## src/rtl/tone_sequencer.sv

```systemverilog
// tone_sequencer: edge-triggered, prioritised square-wave tone sequencer
// driving an N-bit DAC word. Priority BAD > GOOD > DIR; BAD is a two-note
// descending sweep (BAD1 then BAD2). A button edge toggles mute.
// Optional feature macro: SOUND_ENVELOPE_EN (decaying amplitude envelope).
module tone_sequencer #(
  parameter int unsigned    N         = 8,
  parameter int unsigned    DIV_W     = 16,
  parameter int unsigned    DUR_W     = 24,
  parameter logic [N-1:0]   AMP       = N'(8'hFF),
  parameter int unsigned    GOOD_HP   = 11364,
  parameter int unsigned    GOOD_DUR  = 1200000,
  parameter int unsigned    BAD_HP1   = 22727,
  parameter int unsigned    BAD_HP2   = 45455,
  parameter int unsigned    BAD_DUR   = 1800000,
  parameter int unsigned    DIR_HP    = 5682,
  parameter int unsigned    DIR_DUR   = 240000,
  parameter int unsigned    ENV_SHIFT = 12
) (
  input  logic         clk,
  input  logic         rst,
  input  logic         goodColl_i,
  input  logic         badColl_i,
  input  logic         button_i,
  input  logic [3:0]   direction_i,
  output logic [N-1:0] soundOut,
  output logic         busy,
  output logic         mode_o
);

  // Last count values; a zero half-period or duration behaves as 1.
  localparam logic [DIV_W-1:0] GOOD_HP_L  = DIV_W'(((GOOD_HP  == 0) ? 1 : GOOD_HP)  - 1);
  localparam logic [DIV_W-1:0] BAD_HP1_L  = DIV_W'(((BAD_HP1  == 0) ? 1 : BAD_HP1)  - 1);
  localparam logic [DIV_W-1:0] BAD_HP2_L  = DIV_W'(((BAD_HP2  == 0) ? 1 : BAD_HP2)  - 1);
  localparam logic [DIV_W-1:0] DIR_HP_L   = DIV_W'(((DIR_HP   == 0) ? 1 : DIR_HP)   - 1);
  localparam logic [DUR_W-1:0] GOOD_DUR_L = DUR_W'(((GOOD_DUR == 0) ? 1 : GOOD_DUR) - 1);
  localparam logic [DUR_W-1:0] BAD_DUR_L  = DUR_W'(((BAD_DUR  == 0) ? 1 : BAD_DUR)  - 1);
  localparam logic [DUR_W-1:0] DIR_DUR_L  = DUR_W'(((DIR_DUR  == 0) ? 1 : DIR_DUR)  - 1);

  typedef enum logic [2:0] {
    S_IDLE = 3'd0,
    S_GOOD = 3'd1,
    S_BAD1 = 3'd2,
    S_BAD2 = 3'd3,
    S_DIR  = 3'd4
  } state_t;

  state_t           state_q, state_d;
  logic             good_q, bad_q, btn_q;
  logic [3:0]       dir_q;
  logic             mode_q, mode_d;
  logic             ev_good, ev_bad, ev_btn, ev_dir;
  logic [1:0]       ev_prio, cur_prio;
  state_t           ev_state;
  logic             restart, note_end;
  logic [DIV_W-1:0] hp_last;
  logic [DUR_W-1:0] dur_last;
  logic [DIV_W-1:0] div_q, div_d;
  logic [DUR_W-1:0] dur_q, dur_d;
  logic             phase_q, phase_d;
  logic [N-1:0]     level;
  logic [N-1:0]     sound_d;
  logic             busy_d;

`ifdef SOUND_ENVELOPE_EN
  localparam logic [DUR_W-1:0] ENV_MASK = DUR_W'((64'd1 << ENV_SHIFT) - 64'd1);
  logic [N-1:0] amp_q, amp_d;
`endif

  assign ev_good  = goodColl_i & ~good_q;
  assign ev_bad   = badColl_i  & ~bad_q;
  assign ev_btn   = button_i   & ~btn_q;
  assign ev_dir   = (direction_i != dir_q) && (direction_i != 4'd0);
  assign mode_d   = mode_q ^ ev_btn;
  assign note_end = (state_q != S_IDLE) && (dur_q == dur_last);

  // Edge-detect history and mute mode; history tracks inputs even while muted.
  always_ff @(posedge clk) begin
    if (rst) begin
      good_q <= 1'b0;
      bad_q  <= 1'b0;
      btn_q  <= 1'b0;
      dir_q  <= 4'd0;
      mode_q <= 1'b1;
    end else begin
      good_q <= goodColl_i;
      bad_q  <= badColl_i;
      btn_q  <= button_i;
      dir_q  <= direction_i;
      mode_q <= mode_d;
    end
  end

  // Current-note timing parameters selected by state.
  always_comb begin
    hp_last  = GOOD_HP_L;
    dur_last = GOOD_DUR_L;
    case (state_q)
      S_BAD1:  begin hp_last = BAD_HP1_L; dur_last = BAD_DUR_L; end
      S_BAD2:  begin hp_last = BAD_HP2_L; dur_last = BAD_DUR_L; end
      S_DIR:   begin hp_last = DIR_HP_L;  dur_last = DIR_DUR_L; end
      default: begin hp_last = GOOD_HP_L; dur_last = GOOD_DUR_L; end
    endcase
  end

  // FSM state register.
  always_ff @(posedge clk) begin
    if (rst) state_q <= S_IDLE;
    else     state_q <= state_d;
  end

  // Next state: mute, note end / sweep continuation, then prioritised preemption.
  always_comb begin
    state_d  = state_q;
    restart  = 1'b0;
    ev_prio  = 2'd0;
    ev_state = S_IDLE;
    cur_prio = 2'd0;
    if (ev_bad) begin
      ev_prio = 2'd3; ev_state = S_BAD1;
    end else if (ev_good) begin
      ev_prio = 2'd2; ev_state = S_GOOD;
    end else if (ev_dir) begin
      ev_prio = 2'd1; ev_state = S_DIR;
    end
    case (state_q)
      S_GOOD:         cur_prio = 2'd2;
      S_BAD1, S_BAD2: cur_prio = 2'd3;
      S_DIR:          cur_prio = 2'd1;
      default:        cur_prio = 2'd0;
    endcase
    // A note that ends this edge into IDLE leaves the channel free.
    if (note_end && (state_q != S_BAD1)) cur_prio = 2'd0;

    if (!mode_d) begin
      state_d = S_IDLE;
    end else begin
      if (note_end) begin
        if (state_q == S_BAD1) begin
          state_d = S_BAD2;
          restart = 1'b1;
        end else begin
          state_d = S_IDLE;
        end
      end
      if ((ev_prio != 2'd0) && (ev_prio >= cur_prio)) begin
        state_d = ev_state;
        restart = 1'b1;
      end
    end
  end

  // Next counter, phase, amplitude and output values for the next state.
  always_comb begin
    div_d   = '0;
    dur_d   = '0;
    phase_d = 1'b0;
    sound_d = '0;
    busy_d  = 1'b0;
`ifdef SOUND_ENVELOPE_EN
    amp_d   = amp_q;
`endif
    if (state_d != S_IDLE) begin
      busy_d = 1'b1;
      if (restart) begin
        phase_d = 1'b1;
`ifdef SOUND_ENVELOPE_EN
        amp_d   = AMP;
`endif
      end else begin
        dur_d = dur_q + DUR_W'(1);
        if (div_q == hp_last) begin
          div_d   = '0;
          phase_d = ~phase_q;
        end else begin
          div_d   = div_q + DIV_W'(1);
          phase_d = phase_q;
        end
`ifdef SOUND_ENVELOPE_EN
        if (((dur_q & ENV_MASK) == ENV_MASK) && (amp_q != '0)) amp_d = amp_q - N'(1);
`endif
      end
      sound_d = phase_d ? level : '0;
    end
  end

`ifdef SOUND_ENVELOPE_EN
  assign level = amp_d;
`else
  assign level = AMP;
`endif

  // Datapath counters and registered outputs.
  always_ff @(posedge clk) begin
    if (rst) begin
      div_q    <= '0;
      dur_q    <= '0;
      phase_q  <= 1'b0;
      soundOut <= '0;
      busy     <= 1'b0;
    end else begin
      div_q    <= div_d;
      dur_q    <= dur_d;
      phase_q  <= phase_d;
      soundOut <= sound_d;
      busy     <= busy_d;
    end
  end

`ifdef SOUND_ENVELOPE_EN
  // Envelope amplitude register.
  always_ff @(posedge clk) begin
    if (rst) amp_q <= '0;
    else     amp_q <= amp_d;
  end
`endif

  assign mode_o = mode_q;

endmodule

```

## config.mk

```make
export PLATFORM = sky130hd
export DESIGN_NAME = tone_sequencer
export DESIGN_NICKNAME = d
export VERILOG_FILES = /design/src/rtl/tone_sequencer.sv
export SDC_FILE = /design/constraint.sdc
export NUM_CORES = 1
export LEC_CHECK = 0
export ABC_CLOCK_PERIOD_IN_PS = 11900
export CORE_MARGIN = 4
export CORE_UTILIZATION = 50
export CTS_CLUSTER_SIZE = 12
export DETAILED_ROUTE_END_ITERATION = 16
export PLACE_DENSITY = 0.69
export RECOVER_POWER = 50
export SYNTH_ARGS = -nofsm -noshare
export SYNTH_HDL_FRONTEND = slang
export SYNTH_SLANG_ARGS = --single-unit
```

## constraint.sdc

```tcl
create_clock -name clk -period 11.9 [get_ports clk]
set_input_delay 1.785 -clock clk [delete_from_list [all_inputs] [get_ports clk]]
set_output_delay 1.785 -clock clk [all_outputs]
set_load 0.02 [all_outputs]
```

# == Word level (Yosys, flattened, before mapping) ==
# Cells that the tools add are included.
# op_classes
n_mux,23
n_lt_le_gt_ge,1
n_addsub,2
n_reduce_logical,12
bitwise,9
n_eq_ne,8
# ops
operator,count
16-bit one-hot mux with 3 select lines,1
21-bit one-hot mux with 2 select lines,1
24-bit by 1-bit adder with 24-bit output (second input constant),1
24-bit == test,1
3-bit two-way mux,6
16-bit by 1-bit adder with 16-bit output (second input constant),1
16-bit == test,1
1-bit two-way mux,9
2-bit two-way mux,4
8-bit two-way mux,1
3-bit by 2-bit == test with 1-bit output (second input constant),2
2-bit one-hot mux with 3 select lines,1
3-bit nonzero test,2
1-bit NOT,5
1-bit logical AND,4
4-bit != test,1
4-bit nonzero test,1
2-bit OR reduction,2
4-bit OR reduction,1
1-bit AND,3
3-bit by 1-bit == test with 1-bit output (second input constant),1
3-bit == test (second input constant),1
3-bit by 2-bit != test with 1-bit output (second input constant),1
3-bit OR reduction,1
3 further kinds,3
# word_totals
ff_bits,61
elab_cells,66
output_inout_bits,10

# == Longest topological paths before layout ==
# logic_depth
ltp_word,14
mapped_depth,16

# == Worst setup path before layout ==
# Ideal clock, no wire load.
# synth_path
kind,input to register
from,input port direction_i[0]
to,register soundOut[6]
t_arrival_ns,4.193
setup_time_ns,0.129
path_stages,12
setup_slack_ns,7.578
cell_sequence,nor4_1 -> nor2_1 -> a21oi_1 -> ha_1 -> nand2b_1 -> a21o_1 -> nand3_1 -> and2_1 -> or3b_1 -> a311oi_4 -> buf_6 -> a21oi_2
# synth_via
elab_chain_len,12
# synth_lines
item,line_no,text
from (decl),24,"input logic [3:0] direction_i,"
4-bit != test / 4-bit nonzero test (equally long branches),72,assign ev_dir = (direction_i != dir_q) && (direction_i != 4'd0);
1-bit logical AND (*),72,
1-bit two-way mux,122,end else if (ev_dir) begin
2-bit two-way mux,120,end else if (ev_good) begin
2-bit two-way mux,118,if (ev_bad) begin
2-bit greater-or-equal comparator / 2-bit nonzero test (equally long branches),145,if ((ev_prio != 2'd0) && (ev_prio >= cur_prio)) begin
1-bit logical AND,145,
1-bit two-way mux / 3-bit two-way mux (equally long branches),145,
1-bit two-way mux / 3-bit two-way mux (equally long branches),134,if (!mode_d) begin
1-bit two-way mux / 3-bit nonzero test (equally long branches),"164, 162",
1-bit two-way mux / 1-bit NOT (equally long branches),n/a,
8-bit two-way mux / 2-bit OR reduction (equally long branches),n/a,
to (signal assigned),204,soundOut <= sound_d;
to (decl),25,"output logic [N-1:0] soundOut,"
# Mark *: on every way between the ends. The rest lies on a longest branch, timed or not. The select of a mux whose other input is x is not followed.
# A chain may end at the register's enable or synchronous reset.

# == Final worst setup path ==
# layout_path
from,input port direction_i[0]
to,register div_q[0]
# layout_via
elab_chain_len,12
# layout_lines
item,line_no,text
4-bit != test / 4-bit nonzero test (equally long branches),72,
1-bit logical AND (*),72,
1-bit two-way mux,122,
2-bit two-way mux,120,
2-bit two-way mux,118,
2-bit greater-or-equal comparator / 2-bit nonzero test (equally long branches),145,
1-bit logical AND,145,
3-bit two-way mux,145,
3-bit two-way mux,134,
3-bit nonzero test,162,if (state_d != S_IDLE) begin
1-bit NOT (no line),n/a,
4-bit OR reduction (no line) (*),n/a,
to (signal assigned),201,div_q <= div_d;
to (decl),57,"logic [DIV_W-1:0] div_q, div_d;"
# Mark *: on every way between the ends. The rest lies on a longest branch, timed or not.

==> qor.txt <==
CTS Buffer Depth: 2
Syn_area_per_cell: 8.226 um^2
Reg power frac: 0.515
Root Buffer: clkbuf_8
# IOs: 19
WP data arrival: 6.43 ns
Number of diodes: 0
CTS clk-pin slew, worst paths: 0.09 ns
Post-synth top flop: dfxtp_1
Final setup vio count: 0
Hold Path Depth: 1
Synth warn: 0
Final Hold Fails: 0
Number of routed nets with antenna violations: 0
Htree depth: 2
Post-synth top area share: 0.3685
Via count: 2332
Max frequency: 0.1601 GHz
Core Rows: 27
Net switching power: 117.2 uW
Critical path buffers and inverters: 2
Relative slew margins: -0.1623
CTS buffer count: 5
Fin nets: 371
Switching part of the total: 0.3153
WP depth: 13
Setup slack after layout: 5.653 ns
Leakage: 0.001085 uW
Vias in the first global route: 2152
Post-route cell area: 3107 um^2
Dpl ws: 6.301 ns
Synth area leaders: dfxtp_1 (37%), xnor2_1 (9.1%), nand3_1 (6.1%)
Status: complete, but fails checks
Synth cell types: 50
Worst Tran Pin Value: 1.732 ns
FF+latch count, synth: 53
Clk_lat worst skew: 0.31 ns
Final worst path period share: 0.5249
Maximum VDD drop: 0.00006755 V
CTS-repair resized insts: 0
Int Pwr: 254.7 uW
Gr ovfl total: 0
Worst Setup Path Type: in -> reg
First-pass GRT wire length: 9653 um
Failing checks: max-capacitance violations, max-slew violations
Post-synth top area cell: dfxtp_1
Final Skew: 0.007091 ns
Initial antenna violation count: 0
Syn Inst Count: 350
Cell family with most CP delay: compound AO/OA/AOI/OAI gates
Combinational power share: 0.219
Power per cell area: 119.7 nW/um^2
Routed WL: 5436 um
Crit Path Max Fanout: 30
Setup_tns: 0 ns
Die area: 7036 um^2
CP cell instances: dlygate4sd3_1 > nor4_1 > nor2_1 > a21oi_1 > ha_1 > nand2b_1 > a21o_1 > nand3_1 > and2_0 > or3b_1 > a311oi_1 > buf_4 > nor4bb_1
Max Slew Vio Count: 14
Pwr Total: 371.9 uW
HPWL Detailed: 3895 um
Minimum clock period after layout: 6.247 ns
GRT Overall Usage: 0.1623
Setup Fix Bufs, Post-CTS: 0
DR iter-0 viols: 138
Initial Util: 0.5196
Top post-synthesis cells by count: dfxtp_1 (53), nor2_1 (45), nand2_1 (39), nand3_1 (35), xnor2_1 (30)
Syn-to-layout area delta: 7.910%
Iteration count of the initial detailed-routing pass: 4
CTS tree: yes
CP max stage delay: 1.40 ns
Max Cap Violations: 1
Critical-path top delay cell: a311oi_1
R2R Setup Slk: 6.18 ns
Clock share of power: 0.266
Placed instance area: 3042 um^2
Filler Cell Count: 540
Syn_nets: 363
Chip Width: 83.88 um
Gpl congestion: 0.7821
PortBufs: 18
CP Capture Type: flip-flop
Largest net degree at the start of global routing: 31
Cells on worst reg2reg path: 16
Clock Sinks: 53
WP data required: 12.08 ns
Netlist Area Pre-Place: 2879 um^2
Avg WL per Cell: 12.61 um
Sequential fraction of the synthesis area: 0.3685
Hold_ws: 0.4605 ns
RSZ-0062 raised after global routing: no
Area of the core: 5540 um^2
Most common cell in the netlist: dfxtp_1
Share of post-route cells with drive strength above 1: 0.08357
Startpoint types: primary input
CTS Hold Buffers Added: 0
Hold Crit Class: reg -> reg
Number of synthesized flops with an enable pin: 0
Post-route DRC: 0
DR vias/cell: 5.411
Post-synth ARST share: 0
Die height: 83.88 um
## per-layer routing
layer | vias to the layer above | routed length (um) | GRT usage
met1 | 1079 | 2676 | 0.2173
li1 | 1207 | - | -
met3 | 2 | 231 | 0.03159
met5 | - | 0 | 0
met4 | 0 | 44 | 0.05263
met2 | 44 | 2484 | 0.2617
## state kept, by name (all words and copies together) (netlist names)
signal    cells
good_q        1
mode_o        1
state_q       3
btn_q         1
soundOut      1
dir_q         4
bad_q         1
dur_q        24
busy          1
div_q        16
## cell families (layout without fill, tap and decap cells)
logic type / count (synthesis) / in the layout / share of synthesized area
AO/OA/AOI/OAI: 26 / 26 / 0.06780
XOR/XNOR: 42 / 42 / 0.1278
flip-flops: 53 / 53 / 0.3685
adder cells (fa/ha/maj): 4 / 4 / 0.01738
buffers and inverters: 27 / 36 / 0.05650
AND/OR/NAND/NOR: 198 / 198 / 0.3620
## worst paths after layout
check,to,startpoint
worst max-delay path,div_q[0]$_SDFF_PP0_,direction_i[0]
worst min-delay path,dur_q[0]$_SDFF_PP0_,dur_q[0]$_SDFF_PP0_
worst max register to register,div_q[0]$_SDFF_PP0_,dur_q[0]$_SDFF_PP0_
worst min register to register,dur_q[0]$_SDFF_PP0_,dur_q[0]$_SDFF_PP0_
## through the flow
step	utilization	instances
2_1_floorplan	-	350
5_1_grt	0.5608	431
4_1_cts	0.5639	431
3_5_place_dp	0.5490	423
6_report	0.5608	431
3_3_place_gp	0.5490	423
## cells in the final DEF (no fill, tap or decap), drive strengths merged, types with 3 or more instances in the layout
cell            n
a21oi           8
and2            3
and3            8
buf             3
clkbuf          6
clkdlybuf4s50   5
dfxtp          53
dlygate4sd3    13
ha              4
inv             7
nand2          40
nand2b          3
nand3          35
nand4          11
nor2           54
nor2b          13
nor3            3
nor3b           3
nor4            7
o21ai           3
or3             5
xnor2          30
xor2           12
## power by group through the flow
stage	registers (uW)	clock network [uW]	logic (uW)
after global routing	193	109	89.7
after floorplan	195	0	71.6
after global placement	196	0	86.5
after detailed placement	196	0	87.4
final	191	99.1	81.4
after CTS	192	103	87.3
## final cells by class
class / instances / area, um^2 / area share
tap: 72 / 90.09 / 0.02900
clock inverter: 2 / 10.01 / 0.003222
timing repair buffer: 21 / 202.7 / 0.06524
inverter: 7 / 26.28 / 0.008458
multi-input combinational: 270 / 1644 / 0.5292
clock buffer: 6 / 72.57 / 0.02336
sequential: 53 / 1061 / 0.3415
Note: power is estimated with default switching activity, not from simulation.
